===== src/rtl/vram_arbiter.sv =====
// Video/CPU arbiter for a single-port character RAM: video has strict priority, fixed 1+RAM_LAT latency.
// CPU request is latched and acked after 2+RAM_LAT cycles plus stalls. Optional stall counter: VRAM_ARB_STATS_EN.
module vram_arbiter #(
  parameter int AW      = 11,
  parameter int DW      = 8,
  parameter int RAM_LAT = 1
) (
  input  logic          clk_i,
  input  logic          rst_i,
  input  logic          vid_req_i,
  input  logic [AW-1:0] vid_addr_i,
  output logic [DW-1:0] vid_data_o,
  output logic          vid_valid_o,
  input  logic          cpu_req_i,
  input  logic          cpu_we_i,
  input  logic [AW-1:0] cpu_addr_i,
  input  logic [DW-1:0] cpu_wdata_i,
  output logic [DW-1:0] cpu_rdata_o,
  output logic          cpu_ack_o,
  output logic          cpu_busy_o,
  output logic          cpu_ovr_o,
  input  logic          cpu_ovr_clr_i,
`ifdef VRAM_ARB_STATS_EN
  output logic [15:0]   cpu_stall_cnt_o,
`endif
  output logic          ram_ce_o,
  output logic          ram_we_o,
  output logic [AW-1:0] ram_addr_o,
  output logic [DW-1:0] ram_wdata_o,
  input  logic [DW-1:0] ram_rdata_i
);

  localparam int NT = RAM_LAT + 1;

  typedef enum logic [1:0] {C_IDLE, C_PEND, C_WAIT} cstate_e;

  cstate_e       state_q, state_d;
  logic          lat_we_q, lat_we_d;
  logic [AW-1:0] lat_addr_q, lat_addr_d;
  logic [DW-1:0] lat_wdata_q, lat_wdata_d;
  logic          ram_ce_q, ram_ce_d;
  logic          ram_we_q, ram_we_d;
  logic [AW-1:0] ram_addr_q, ram_addr_d;
  logic [DW-1:0] ram_wdata_q, ram_wdata_d;
  logic [NT-1:0] tag_vld_q, tag_vld_d;
  logic [NT-1:0] tag_cpu_q, tag_cpu_d;
  logic [NT-1:0] tag_we_q, tag_we_d;
  logic [DW-1:0] rdata_q, rdata_d;
  logic          ovr_q, ovr_d;
  logic          slot_vld, slot_cpu, slot_we;
  logic          tail_ack, tail_vid, tail_rd;

  always_comb begin
    state_d     = state_q;
    lat_we_d    = lat_we_q;
    lat_addr_d  = lat_addr_q;
    lat_wdata_d = lat_wdata_q;
    ram_ce_d    = 1'b0;
    ram_we_d    = 1'b0;
    ram_addr_d  = '0;
    ram_wdata_d = '0;
    slot_vld    = 1'b0;
    slot_cpu    = 1'b0;
    slot_we     = 1'b0;
    ovr_d       = ovr_q;
    rdata_d     = rdata_q;
    tail_ack    = tag_vld_q[NT-1] & tag_cpu_q[NT-1];
    tail_vid    = tag_vld_q[NT-1] & ~tag_cpu_q[NT-1];
    tail_rd     = tail_ack & ~tag_we_q[NT-1];

    // Video always owns the slot; a pending CPU access only uses otherwise idle cycles.
    if (vid_req_i) begin
      ram_ce_d   = 1'b1;
      ram_addr_d = vid_addr_i;
      slot_vld   = 1'b1;
    end else if (state_q == C_PEND) begin
      ram_ce_d    = 1'b1;
      ram_we_d    = lat_we_q;
      ram_addr_d  = lat_addr_q;
      ram_wdata_d = lat_we_q ? lat_wdata_q : '0;
      slot_vld    = 1'b1;
      slot_cpu    = 1'b1;
      slot_we     = lat_we_q;
    end

    tag_vld_d = {tag_vld_q[NT-2:0], slot_vld};
    tag_cpu_d = {tag_cpu_q[NT-2:0], slot_cpu};
    tag_we_d  = {tag_we_q[NT-2:0], slot_we};

    case (state_q)
      C_IDLE: begin
        if (cpu_req_i) begin
          lat_we_d    = cpu_we_i;
          lat_addr_d  = cpu_addr_i;
          lat_wdata_d = cpu_wdata_i;
          state_d     = C_PEND;
        end
      end
      C_PEND:  if (!vid_req_i) state_d = C_WAIT;
      C_WAIT:  if (tail_ack) state_d = C_IDLE;
      default: state_d = C_IDLE;
    endcase

    // Set beats clear when both land in the same cycle.
    if (cpu_ovr_clr_i) ovr_d = 1'b0;
    if (cpu_req_i && (state_q != C_IDLE)) ovr_d = 1'b1;

    if (tail_rd) rdata_d = ram_rdata_i;
  end

  always_ff @(posedge clk_i) begin
    if (rst_i) begin
      state_q     <= C_IDLE;
      lat_we_q    <= 1'b0;
      lat_addr_q  <= '0;
      lat_wdata_q <= '0;
      ram_ce_q    <= 1'b0;
      ram_we_q    <= 1'b0;
      ram_addr_q  <= '0;
      ram_wdata_q <= '0;
      tag_vld_q   <= '0;
      tag_cpu_q   <= '0;
      tag_we_q    <= '0;
      rdata_q     <= '0;
      ovr_q       <= 1'b0;
    end else begin
      state_q     <= state_d;
      lat_we_q    <= lat_we_d;
      lat_addr_q  <= lat_addr_d;
      lat_wdata_q <= lat_wdata_d;
      ram_ce_q    <= ram_ce_d;
      ram_we_q    <= ram_we_d;
      ram_addr_q  <= ram_addr_d;
      ram_wdata_q <= ram_wdata_d;
      tag_vld_q   <= tag_vld_d;
      tag_cpu_q   <= tag_cpu_d;
      tag_we_q    <= tag_we_d;
      rdata_q     <= rdata_d;
      ovr_q       <= ovr_d;
    end
  end

`ifdef VRAM_ARB_STATS_EN
  logic [15:0] stall_cnt_q, stall_cnt_d;

  always_comb begin
    stall_cnt_d = stall_cnt_q;
    if (cpu_ovr_clr_i)
      stall_cnt_d = '0;
    else if ((state_q == C_PEND) && vid_req_i && (stall_cnt_q != 16'hFFFF))
      stall_cnt_d = stall_cnt_q + 16'd1;
  end

  always_ff @(posedge clk_i) begin
    if (rst_i) stall_cnt_q <= '0;
    else       stall_cnt_q <= stall_cnt_d;
  end

  assign cpu_stall_cnt_o = stall_cnt_q;
`endif

  assign vid_valid_o = tail_vid;
  assign vid_data_o  = tail_vid ? ram_rdata_i : '0;
  assign cpu_ack_o   = tail_ack;
  assign cpu_rdata_o = tail_rd ? ram_rdata_i : rdata_q;
  assign cpu_busy_o  = (state_q != C_IDLE);
  assign cpu_ovr_o   = ovr_q;
  assign ram_ce_o    = ram_ce_q;
  assign ram_we_o    = ram_we_q;
  assign ram_addr_o  = ram_addr_q;
  assign ram_wdata_o = ram_wdata_q;

endmodule


===== config.mk =====
export PLATFORM = sky130hd
export DESIGN_NAME = vram_arbiter
export DESIGN_NICKNAME = d
export VERILOG_FILES = /design/src/rtl/vram_arbiter.sv
export SDC_FILE = /design/constraint.sdc
export NUM_CORES = 1
export LEC_CHECK = 0
export BUFFER_PORTS_ARGS = -buffer_cell sky130_fd_sc_hd__buf_2
export CAP_MARGIN = 40
export CORE_ASPECT_RATIO = 1.2
export CORE_MARGIN = 10
export CORE_UTILIZATION = 40
export DETAILED_ROUTE_END_ITERATION = 10
export GPL_ROUTABILITY_DRIVEN = 0
export PLACE_DENSITY_LB_ADDON = 0.05
export RECOVER_POWER = 25
export SLEW_MARGIN = 25
export SYNTH_ARGS = -nofsm -noshare
export SYNTH_HDL_FRONTEND = slang
export SYNTH_SLANG_ARGS = --single-unit
export TNS_END_PERCENT = 30

===== constraint.sdc =====
create_clock -name clk_i -period 2.1 [get_ports clk_i]
set_clock_uncertainty 0.1 [all_clocks]
set_input_delay 0.105 -clock clk_i [delete_from_list [all_inputs] [get_ports clk_i]]
set_output_delay 0.105 -clock clk_i [all_outputs]
set_load 0.02 [all_outputs]

==> qor.txt <==
Outcome: complete, no violations
Mux cell area share after synthesis: 4.96%
Total clock sinks: 56
Critical path class: register to output pin
P&R area growth vs syn: 43.4%
Fin. Hold Viols: 0
IO Count: 85
CP endpoint: cpu_rdata_o[3]
First-pass GRT wire length: 8900 um
CP top delay family: flip-flops
Clock root buffer: clkbuf_8
Clock Power Share: 33.4%
Synth Area in Adders: 0%
CTS tree: done
Cell count after synthesis: 218
Relative slew margins: 53.9%
Row cnt: 28
# port buffers: 84
Drt drc: 0
PwrDens: 721 nW/um2
R2R Path Start: state_q[0]
H-tree depth: 2
Maxcap violations: 0
Vias in the first global route: 1827
Initial antenna violation count: 0
CP Buf/Inv Count: 1
Critical Path Sink Type: output pin
CTS buffer count: 5
Die W: 84.8 um
CP Launch Point: tag_cpu_q[1]
WP data required: 1.89 ns
Slowest stage delay, CP: 0.43 ns
Compound-gate portion of the synthesized area: 8.44%
FF-to-FF setup slack: 0.51 ns
Routed vias: 1805
Post-synth cell types: 22
Core box area: 4900 um2
CP Cell Sequence: nand3b_2, mux2_2, buf_2
Gate power share: 12.7%
EDFF count, synth: 0
Internal power: 1580 uW
Detailed-route vias per instance: 4.60
Global route overflow: 0
Levels on crit path: 3
Crit path launch type: register
Asr flop ratio synth: 0%
Post-synthesis xor/xnor area fraction: 0%
Fmax achieved: 595 MHz
Class of the worst hold path: input port to register
Antenna diodes: 0
WHS Path Cells: 3
WP data arrival: 1.48 ns
Reg area: 1120 um2
First-pass DRT Iterations: 4
Critical Path Fanout Max: 8
Initial DRC count: 60
Warnings, synthesis: 0
Routed Antenna Nets: 0
Overall Global Routing Usage: 12.8%
Total chip power: 2090 uW
Sequential fraction of the synthesis area: 55.6%
Top cells by area, synth: dfxtp_1 (56%), nand2_1 (9.9%), a21oi_1 (8.4%)
CP max-delay cell: dfxtp_1
Largest net degree at the start of global routing: 30
Top FF cell, synth: dfxtp_1
Net Count, Synth: 262
Unrepaired setup endpoints after global routing: no
Reg2Reg Depth: 4
Seq cells post-synth: 56
Clock transition at path regs: 0.10 ns
Initial cell density of the core: 41.1%
Top cell type's share of synthesized area: 55.6%
Fillers: 485
Largest family of logic cells by synthesized area: simple AND/OR/NAND/NOR gates
Final wirelength: 5390 um
Per-cell routed wire length: 13.7 um
FF-to-FF End: cpu_ovr_o
Avg Inst Size Synth: 9.25 um2
Synth cell count leaders: dfxtp_1 (56), nand2_1 (53), a21oi_1 (34)
Seq pwr share: 54.0%
Die Height: 97.8 um
Minimum clock period: 1.68 ns
Maximum root-to-sink buffer count: 2
Clock Latency Late Sink: 0.30 ns
Die area: 8290 um2
Simple-gate share of the synthesized area: 28.1%
Post-synth top area cell: dfxtp_1
Static Leak: 0.00127 uW
Final Core Density: 59.0%
Slew @ Worst Pin: 0.691 ns
Multi-input logic area: 842 um2
Final TNS setup: 0 ns
Most common cell in the synthesized netlist: dfxtp_1
# nets final: 375
Sw Share: 24.1%
Worst IR Drop VDD: 0.000426 V
P_sw: 503 uW
Synth Cell Area: 2020 um2
Layout cells sized above 1: 26.5%
Setup-failing EPs final: 0
Post-detail-place hpwl: 3710 um
Max-slew violations: 0
Final period util: 80.0%
==> power by group through the flow <==
stage               clock, uW  sequential [uW]  combinational (uW)
floorplan                   0             1160                 120
global placement            0             1150                 222
detailed placement          0             1150                 223
CTS                       713             1130                 271
global route              753             1130                 296
finish                    696             1130                 265
==> worst min-delay path, cell delays in order <==
cell	delay, ns
buf_2	0.11
mux2i_1	0.07
nor3_1	0.11
==> placed cells by master (no fill, tap or decap), drive strengths merged, types with 2 or more instances in the layout <==
| master | n |
|---|---|
| nand2 | 53 |
| nor3 | 2 |
| nor2 | 2 |
| clkbuf | 24 |
| nand2b | 3 |
| nand3b | 12 |
| mux2 | 8 |
| dlygate4sd3 | 33 |
| nor2b | 12 |
| a21oi | 34 |
| dfxtp | 56 |
| and2 | 17 |
| buf | 67 |
==> registers in the layout (all words and copies together) (netlist names) <==
name         cells
rdata_q          8
lat_wdata_q      8
lat_we_q         1
ram_addr_o      11
tag_we_q         2
cpu_ovr_o        1
tag_cpu_q        2
ram_wdata_o      8
lat_addr_q      11
tag_vld_q        2
state_q          2
==> metal layers <==
| metal | global-route usage, % | part of all wire [%] | vias up |
|---|---|---|---|
| met2 | 21.1 | 48 | 52 |
| met1 | 14.6 | 42 | 814 |
| met3 | 5.65 | 8.4 | 7 |
| li1 | - | - | 932 |
| met4 | 3.43 | 0.89 | 0 |
| met5 | 0 | 0 | - |
==> metrics by stage <==
step                      cell area, um2  hold WS (ns)  instances  worst slack (ns)
after floorplan                     2020        0.0962        218             0.807
final                               2890        0.0293        392             0.419
after detailed placement            2470         0.252        351             0.566
after global routing                2890        0.0670        392             0.305
after CTS                           2920        0.0266        392             0.400
after global placement              2470         0.246        351             0.577
==> area by class of cell <==
cell class              count  area share [%]
multi-input cells         149            29.1
clock inverters             3            1.47
well taps                  60            2.60
flip-flops and latches     56            38.8
repair buffers            119            25.7
clock buffers               5            2.38
==> cell families (layout without fill, tap and decap cells) <==
logic type      Yosys count  count (layout)
simple gates            106             106
flops                    56              56
compound gates           34              34
buf+inv                  13             127
mux                       9               9
==> worst min-delay path by stage <==
| stage | to | from |
|---|---|---|
| after floorplan | tag_we_q[0] | vid_req_i |
| after global placement | lat_wdata_q[4] | cpu_wdata_i[4] |
| after detailed placement | lat_addr_q[8] | cpu_addr_i[8] |
| after CTS | state_q[0] | cpu_req_i |
| after global routing | state_q[0] | cpu_req_i |
| final | state_q[0] | cpu_req_i |
==> timing repair <==
item,in CTS,in global routing
setup endpoints to repair,0,0
hold endpoints to repair,32,0
setup buffers,0,0
gates resized for setup,0,0
hold buffers,33,0
(Power assumes the default switching activity.)
